==> src/rtl/frogger_pixel_coder.sv <==
// frogger_pixel_coder
//
// Produces the 6-bit colour code for every scan pixel. The playfield
// background bands (HUD, river, median, road with lane stripes, start strip)
// are composited with the frog sprite, which comes from an external
// synchronous sprite ROM. A small per-frame state machine blinks the frog
// while it dies and then hides it.
//
// Timing: a pixel presented on DrawX/DrawY with pix_valid in cycle n appears
// on colorcode/code_valid in cycle n+2.
//   Stage 1 registers the ROM address, the in-sprite flag, the background
//   code and the valid bit.
//   The ROM returns the addressed code one cycle after rom_addr.
//   Stage 2 registers the composited result.
//
// Valid semantics: pix_valid qualifies DrawX/DrawY in the same cycle. There
// is no ready/backpressure path; the pipeline never stalls. code_valid is
// pix_valid delayed by exactly two cycles, gaps included. While code_valid
// is low, colorcode holds the HUD/border code 1.
//
// Frog position and facing are latched only on frame_start, so the sprite
// never tears within a frame. The death FSM also advances only on
// frame_start, so sprite visibility changes only at frame boundaries.
//
// Optional feature, macro FROG_MIRROR_EN:
//   When defined, frog_face_left (latched with the position) mirrors the
//   sprite horizontally by reversing the dx part of the ROM address.
//   When undefined, frog_face_left is ignored.
//
// Ports:
//   Clk            in   system clock
//   Reset_n        in   asynchronous active-low reset
//   frame_start    in   one-cycle pulse at start of vertical blank
//   pix_valid      in   DrawX/DrawY valid this cycle
//   DrawX, DrawY   in   scan column / row (10 bits each)
//   frog_x, frog_y in   frog top-left corner (10 bits each)
//   frog_face_left in   frog facing left (mirror feature only)
//   frog_dead      in   level, frog has been hit
//   rom_addr       out  sprite ROM address {dy, dx}
//   rom_data       in   sprite ROM code, valid one cycle after rom_addr
//   colorcode      out  code to the colour mapper
//   code_valid     out  colorcode valid
module frogger_pixel_coder #(
  parameter int          FROG_SIZE    = 32,
  parameter logic [5:0]  TRANSP_CODE  = 6'h3F,
  parameter int          DEATH_FRAMES = 60,
  parameter int          BLINK_FRAMES = 8,
  localparam int         AW           = $clog2(FROG_SIZE)
) (
  input  logic          Clk,
  input  logic          Reset_n,
  input  logic          frame_start,
  input  logic          pix_valid,
  input  logic [9:0]    DrawX,
  input  logic [9:0]    DrawY,
  input  logic [9:0]    frog_x,
  input  logic [9:0]    frog_y,
  input  logic          frog_face_left,
  input  logic          frog_dead,
  output logic [2*AW-1:0] rom_addr,
  input  logic [5:0]    rom_data,
  output logic [5:0]    colorcode,
  output logic          code_valid
);

  localparam int         FW     = $clog2(DEATH_FRAMES + 1);
  localparam int         BW     = $clog2(BLINK_FRAMES + 1);
  localparam logic [9:0] SIZE10 = 10'(FROG_SIZE);

  typedef enum logic [1:0] {
    ALIVE  = 2'd0,
    DYING  = 2'd1,
    HIDDEN = 2'd2
  } death_state_e;

  // ---------------------------------------------------------------------
  // Frame-rate position latch
  // ---------------------------------------------------------------------
  logic [9:0] fx_q;
  logic [9:0] fy_q;

  always_ff @(posedge Clk or negedge Reset_n) begin
    if (!Reset_n) begin
      fx_q <= '0;
      fy_q <= '0;
    end else if (frame_start) begin
      fx_q <= frog_x;
      fy_q <= frog_y;
    end
  end

  // ---------------------------------------------------------------------
  // Death / blink FSM
  // ---------------------------------------------------------------------
  death_state_e  state_q, state_d;
  logic [FW-1:0] frame_cnt_q, frame_cnt_d;
  logic [BW-1:0] blink_cnt_q, blink_cnt_d;
  logic          phase_q, phase_d;
  logic          visible;

  always_ff @(posedge Clk or negedge Reset_n) begin
    if (!Reset_n) begin
      state_q     <= ALIVE;
      frame_cnt_q <= '0;
      blink_cnt_q <= '0;
      phase_q     <= 1'b0;
    end else begin
      state_q     <= state_d;
      frame_cnt_q <= frame_cnt_d;
      blink_cnt_q <= blink_cnt_d;
      phase_q     <= phase_d;
    end
  end

  always_comb begin
    state_d     = state_q;
    frame_cnt_d = frame_cnt_q;
    blink_cnt_d = blink_cnt_q;
    phase_d     = phase_q;
    if (frame_start) begin
      case (state_q)
        ALIVE: begin
          if (frog_dead) begin
            state_d     = DYING;
            frame_cnt_d = '0;
            blink_cnt_d = '0;
            phase_d     = 1'b0;
          end
        end
        DYING: begin
          // frog_dead is deliberately ignored until the animation ends.
          if (blink_cnt_q == BW'(BLINK_FRAMES - 1)) begin
            blink_cnt_d = '0;
            phase_d     = ~phase_q;
          end else begin
            blink_cnt_d = blink_cnt_q + 1'b1;
          end
          if (frame_cnt_q == FW'(DEATH_FRAMES - 1)) begin
            state_d     = HIDDEN;
            frame_cnt_d = '0;
          end else begin
            frame_cnt_d = frame_cnt_q + 1'b1;
          end
        end
        HIDDEN: begin
          if (!frog_dead) state_d = ALIVE;
        end
        default: state_d = ALIVE;
      endcase
    end
  end

  always_comb begin
    visible = 1'b0;
    case (state_q)
      ALIVE:   visible = 1'b1;
      DYING:   visible = ~phase_q;
      default: visible = 1'b0;
    endcase
  end

  // ---------------------------------------------------------------------
  // Stage 1: sprite offset, ROM address, background band
  // ---------------------------------------------------------------------
  logic [9:0]    dx;
  logic [9:0]    dy;
  logic          in_frog;
  logic [AW-1:0] dx_sel;
  logic [5:0]    bg;

  // Unsigned wrap makes pixels left of / above the frog look far away.
  assign dx      = DrawX - fx_q;
  assign dy      = DrawY - fy_q;
  assign in_frog = (dx < SIZE10) && (dy < SIZE10);

`ifdef FROG_MIRROR_EN
  logic face_q;

  always_ff @(posedge Clk or negedge Reset_n) begin
    if (!Reset_n) begin
      face_q <= 1'b0;
    end else if (frame_start) begin
      face_q <= frog_face_left;
    end
  end

  // FROG_SIZE is a power of two, so FROG_SIZE-1-dx is a bitwise invert.
  assign dx_sel = face_q ? ~dx[AW-1:0] : dx[AW-1:0];
`else
  logic unused_face_left;

  assign unused_face_left = frog_face_left;
  assign dx_sel           = dx[AW-1:0];
`endif

  always_comb begin
    bg = 6'd1;
    if (DrawX >= 10'd640 || DrawY >= 10'd480) begin
      bg = 6'd1;
    end else if (DrawY < 10'd32) begin
      bg = 6'd1;
    end else if (DrawY < 10'd224) begin
      bg = 6'd4;
    end else if (DrawY < 10'd256) begin
      bg = 6'd9;
    end else if (DrawY < 10'd448) begin
      // Dashed lane marking on the first row of each 32-row lane.
      bg = (DrawY[4:0] == 5'd0 && DrawX[4]) ? 6'd5 : 6'd13;
    end else begin
      bg = 6'd12;
    end
  end

  logic       s1_valid;
  logic       s1_in_frog;
  logic [5:0] s1_bg;

  always_ff @(posedge Clk or negedge Reset_n) begin
    if (!Reset_n) begin
      s1_valid   <= 1'b0;
      s1_in_frog <= 1'b0;
      s1_bg      <= 6'd1;
      rom_addr   <= '0;
    end else begin
      s1_valid   <= pix_valid;
      s1_in_frog <= in_frog;
      s1_bg      <= bg;
      rom_addr   <= {dy[AW-1:0], dx_sel};
    end
  end

  // ---------------------------------------------------------------------
  // Stage 2: composite sprite over background
  // ---------------------------------------------------------------------
  always_ff @(posedge Clk or negedge Reset_n) begin
    if (!Reset_n) begin
      code_valid <= 1'b0;
      colorcode  <= 6'd1;
    end else begin
      code_valid <= s1_valid;
      if (!s1_valid) begin
        colorcode <= 6'd1;
      end else if (s1_in_frog && visible && rom_data != TRANSP_CODE) begin
        colorcode <= rom_data;
      end else begin
        colorcode <= s1_bg;
      end
    end
  end

endmodule

==> config.mk <==
export PLATFORM = sky130hd
export DESIGN_NAME = frogger_pixel_coder
export DESIGN_NICKNAME = d
export VERILOG_FILES = /design/src/rtl/frogger_pixel_coder.sv
export SDC_FILE = /design/constraint.sdc
export NUM_CORES = 1
export LEC_CHECK = 0
export BUFFER_PORTS_ARGS = -buffer_cell sky130_fd_sc_hd__buf_2
export CAP_MARGIN = 40
export CELL_PAD_IN_SITES_DETAIL_PLACEMENT = 1
export CELL_PAD_IN_SITES_GLOBAL_PLACEMENT = 1
export CORE_MARGIN = 2
export CORE_UTILIZATION = 44
export CTS_BUF_LIST = sky130_fd_sc_hd__clkbuf_8
export CTS_CLUSTER_DIAMETER = 150
export DETAILED_ROUTE_END_ITERATION = 6
export HOLD_SLACK_MARGIN = 0.02
export PLACE_DENSITY_LB_ADDON = 0.1
export SYNTH_ARGS = -nofsm -noshare
export SYNTH_HDL_FRONTEND = slang
export SYNTH_SLANG_ARGS = --single-unit
export TNS_END_PERCENT = 50
==> constraint.sdc <==
create_clock -name Clk -period 4.1 [get_ports Clk]
set_input_delay 0.615 -clock Clk [delete_from_list [all_inputs] [get_ports Clk]]
set_output_delay 0.615 -clock Clk [all_outputs]
set_load 0.01 [all_outputs]
==> results by group <==
GRT
  • Antenna violations before repair: 0
  • Largest net degree at the start of global routing: 45
  • Vias in the first global route: 2,573
  • GRT Overall Usage: 19.5%
  • Total grt overflow: 0
  • First-pass GRT wire length: 11.6 mm

Synth
  • Synth async-reset ratio: 100%
  • EDFF count, synth: 0
  • Synthesized flop and latch total: 55
  • Synth Flop Type: dfrtp_1
  • Mapped cell area: 2960 um^2
  • Post-Syn Instances: 300
  • Synth cell types: 46
  • Mean post-synth cell area: 9.86 um^2
  • Adder-Cell Fraction of Synth Area: 9.81%
  • Mux cell area share after synthesis: 2.88%
  • Register area share after synthesis: 46.6%
  • Compound-Gate Fraction of Synth Area: 16.1%
  • Largest family of logic cells by synthesized area: simple AND/OR/NAND/NOR gates
  • Syn Nets: 374
  • Post-synthesis xor/xnor area fraction: 3.26%
  • Simple-gate share of the synthesized area: 17.2%
  • Yosys warns: 0

Setup path
  • Critical Path AT: 2.47 ns
  • CP startpoint: fy_q[1]
  • Endpoint class of the critical path: register
  • Kind of critical path: reg -> reg
  • Critical Path RT: 4.31 ns
  • Worst setup SP type: register
  • Reg-to-Reg Start: fy_q[1]
  • Crit-path max FO: 4

STA
  • Fmax: 444 MHz
  • Final cycle utilization of the critical path: 54.9%
  • Final hold viol count: 0
  • Hold slack: 0.296 ns
  • Layout Skew: 0.00873 ns
  • Slew Limit Fails: 0
  • Setup WS post-layout: 1.85 ns
  • Relative slew margins: 51.6%
  • Tmin final: 2.25 ns
  • Setup Viol. Count Final: 0
  • Worst Tran Pin Value: 0.726 ns
  • Unrepaired setup endpoints after global routing: false
  • TNS Setup: 0 ns

Clock network
  • CTS Hold Buffers Added: 0
  • Htree depth: 2
  • CTS tree: yes
  • Clock buffer depth: 2
  • CTS buffer count: 5
  • Post-CTS sizing: 0
  • Post-CTS setup buffers: 0
  • Clock root buffer: clkbuf_8
  • CTS clk-pin slew, worst paths: 0.11 ns
  • Clock sinks: 55
  • Worst skew pair latency: 0.31 ns

Die
  • Die Y-Extent: 86.0 um
  • Die X: 86.0 um
  • # IOs: 69
  • DIE AREA: 7400 um^2
  • Starting Density: 46.1%
  • Core area: 6420 um^2
  • Row count: 29

Final layout
  • Layout cells sized above 1: 24.8%
  • Fillers: 758
  • Final Util: 54.2%
  • Fin nets: 444
  • Area grow syn2layout: 17.7%
  • Final antenna diode count: 0

Run status
  • Status: finished clean

Detailed routing
  • Vias: 2,407
  • Avg WL per Cell: 15.1 um
  • DR pass1 iterations: 4
  • Vias per cell: 5.37
  • DR DRC count: 0
  • DRT iter0 DRCs: 56
  • Routed WL: 6.79 mm
  • Post-route ant nets: 0

Worst hold path
  • Hold Crit Class: in -> async

Power and ir drop
  • Peak supply drop: 0.000173 V
  • Pwr/cell area: 419 nW/um^2
  • Pleak: 1.70 nW
  • Pwr Total: 0.00146 W

Place
  • Port Buffers: 67
  • Place WS: 1.55 ns
  • HPWL Detailed: 5.31 mm
  • GP Congestion: 0.752

Job
  • Max Cap Viol: 0
## cells by family after synthesis
logic type               count (synthesis)
AND/OR/NAND/NOR                         98
multiplexers                             8
flip-flops                              55
adder cells (fa/ha/maj)                 22
XOR/XNOR                                11
AO/OA/AOI/OAI                           73
buffers and inverters                   33
## cell usage in the layout, fill, tap and decap left out, types with 7 or more instances in the layout
| master | synthesis | final |
|---|---|---|
| inv_1 | 27 | 27 |
| nor2b_1 | 7 | 7 |
| nor2_1 | 16 | 16 |
| nand2_1 | 32 | 32 |
| a21oi_1 | 9 | 9 |
| nand3_1 | 9 | 9 |
| o21ai_0 | 29 | 29 |
| dfrtp_1 | 53 | 53 |
| ha_1 | 20 | 20 |
| xnor2_1 | 10 | 10 |
| buf_2 | 0 | 67 |
## report_power, final
| group | internal (W) | leakage, nW | total [W] | switching [W] |
|---|---|---|---|---|
| clock network | 0.000138 | 0.0474 | 0.000321 | 0.000182 |
| registers | 0.000633 | 0.678 | 0.000696 | 0.0000626 |
| logic | 0.000196 | 0.972 | 0.000442 | 0.000247 |
| total | 0.000967 | 1.70 | 0.00146 | 0.000492 |
## flip-flops by register name, summed over array words and instances (netlist names)
signal / flops
s1_valid: 1
s1_in_frog: 1
s1_bg: 3
blink_cnt_q: 4
colorcode: 6
frame_cnt_q: 6
phase_q: 1
code_valid: 1
state_q: 2
rom_addr: 10
fx_q: 10
fy_q: 10
## routing by layer
| layer | GRT usage [%] | wire (um) |
|---|---|---|
| met2 | 35.0 | 3480 |
| met3 | 3.18 | 198 |
| met4 | 3.90 | 55 |
| met5 | 0 | 0 |
| met1 | 24.9 | 3060 |
## through the flow
step / cells / cell area [um^2]
after global placement: 439 / 3380
after floorplan: 300 / 2960
after CTS: 448 / 3480
after global routing: 448 / 3480
after detailed placement: 440 / 3380
final: 448 / 3480
## worst paths after layout
| path | endpoint | slack [ns] | cells past startpoint |
|---|---|---|---|
| min in group Clk | s1_valid | 0.40 | 1 |
| min reg2reg | blink_cnt_q[3] | 0.51 | 1 |
| min | code_valid | 0.30 | 1 |
| max reg2reg | s1_in_frog | 1.85 | 8 |
| max in group asynchronous | colorcode[0] | 2.96 | 2 |
| max | s1_in_frog | 1.85 | 8 |
## Yosys cell counts, types with 6 or more instances
cell type | n | share of area (%)
xnor2_1 | 10 | 3.0
nand2_1 | 32 | 4.1
o21ai_0 | 29 | 4.9
nor2b_1 | 7 | 1.5
dfrtp_1 | 53 | 45
a21oi_1 | 9 | 1.5
nand3_1 | 9 | 1.5
nor2_1 | 16 | 2.0
nand2b_1 | 6 | 1.3
and3_1 | 6 | 1.3
ha_1 | 20 | 8.5
inv_1 | 27 | 3.4
clkbuf_1 | 6 | 0.76
## worst max-delay path: stages, from the launching register on
cell and delay, ns:
dfrtp_1 0.39, inv_1 0.07, ha_1 0.26, nor2b_1 0.15, o2111a_1 0.29, or3_4 0.34, a221oi_2 0.24, nand4_1 0.15
nor4_2 0.27
## cell type report
class	instances	area, um^2	share of cell area (%)
clock inverter	2	16.3	0.467
multi-input combinational	212	1460	41.8
timing repair buffer	69	350	10.1
sequential	55	1380	39.6
clock buffer	6	82.6	2.37
inverter	27	101	2.91
tap	77	96.3	2.77
(Power assumes the default switching activity.)
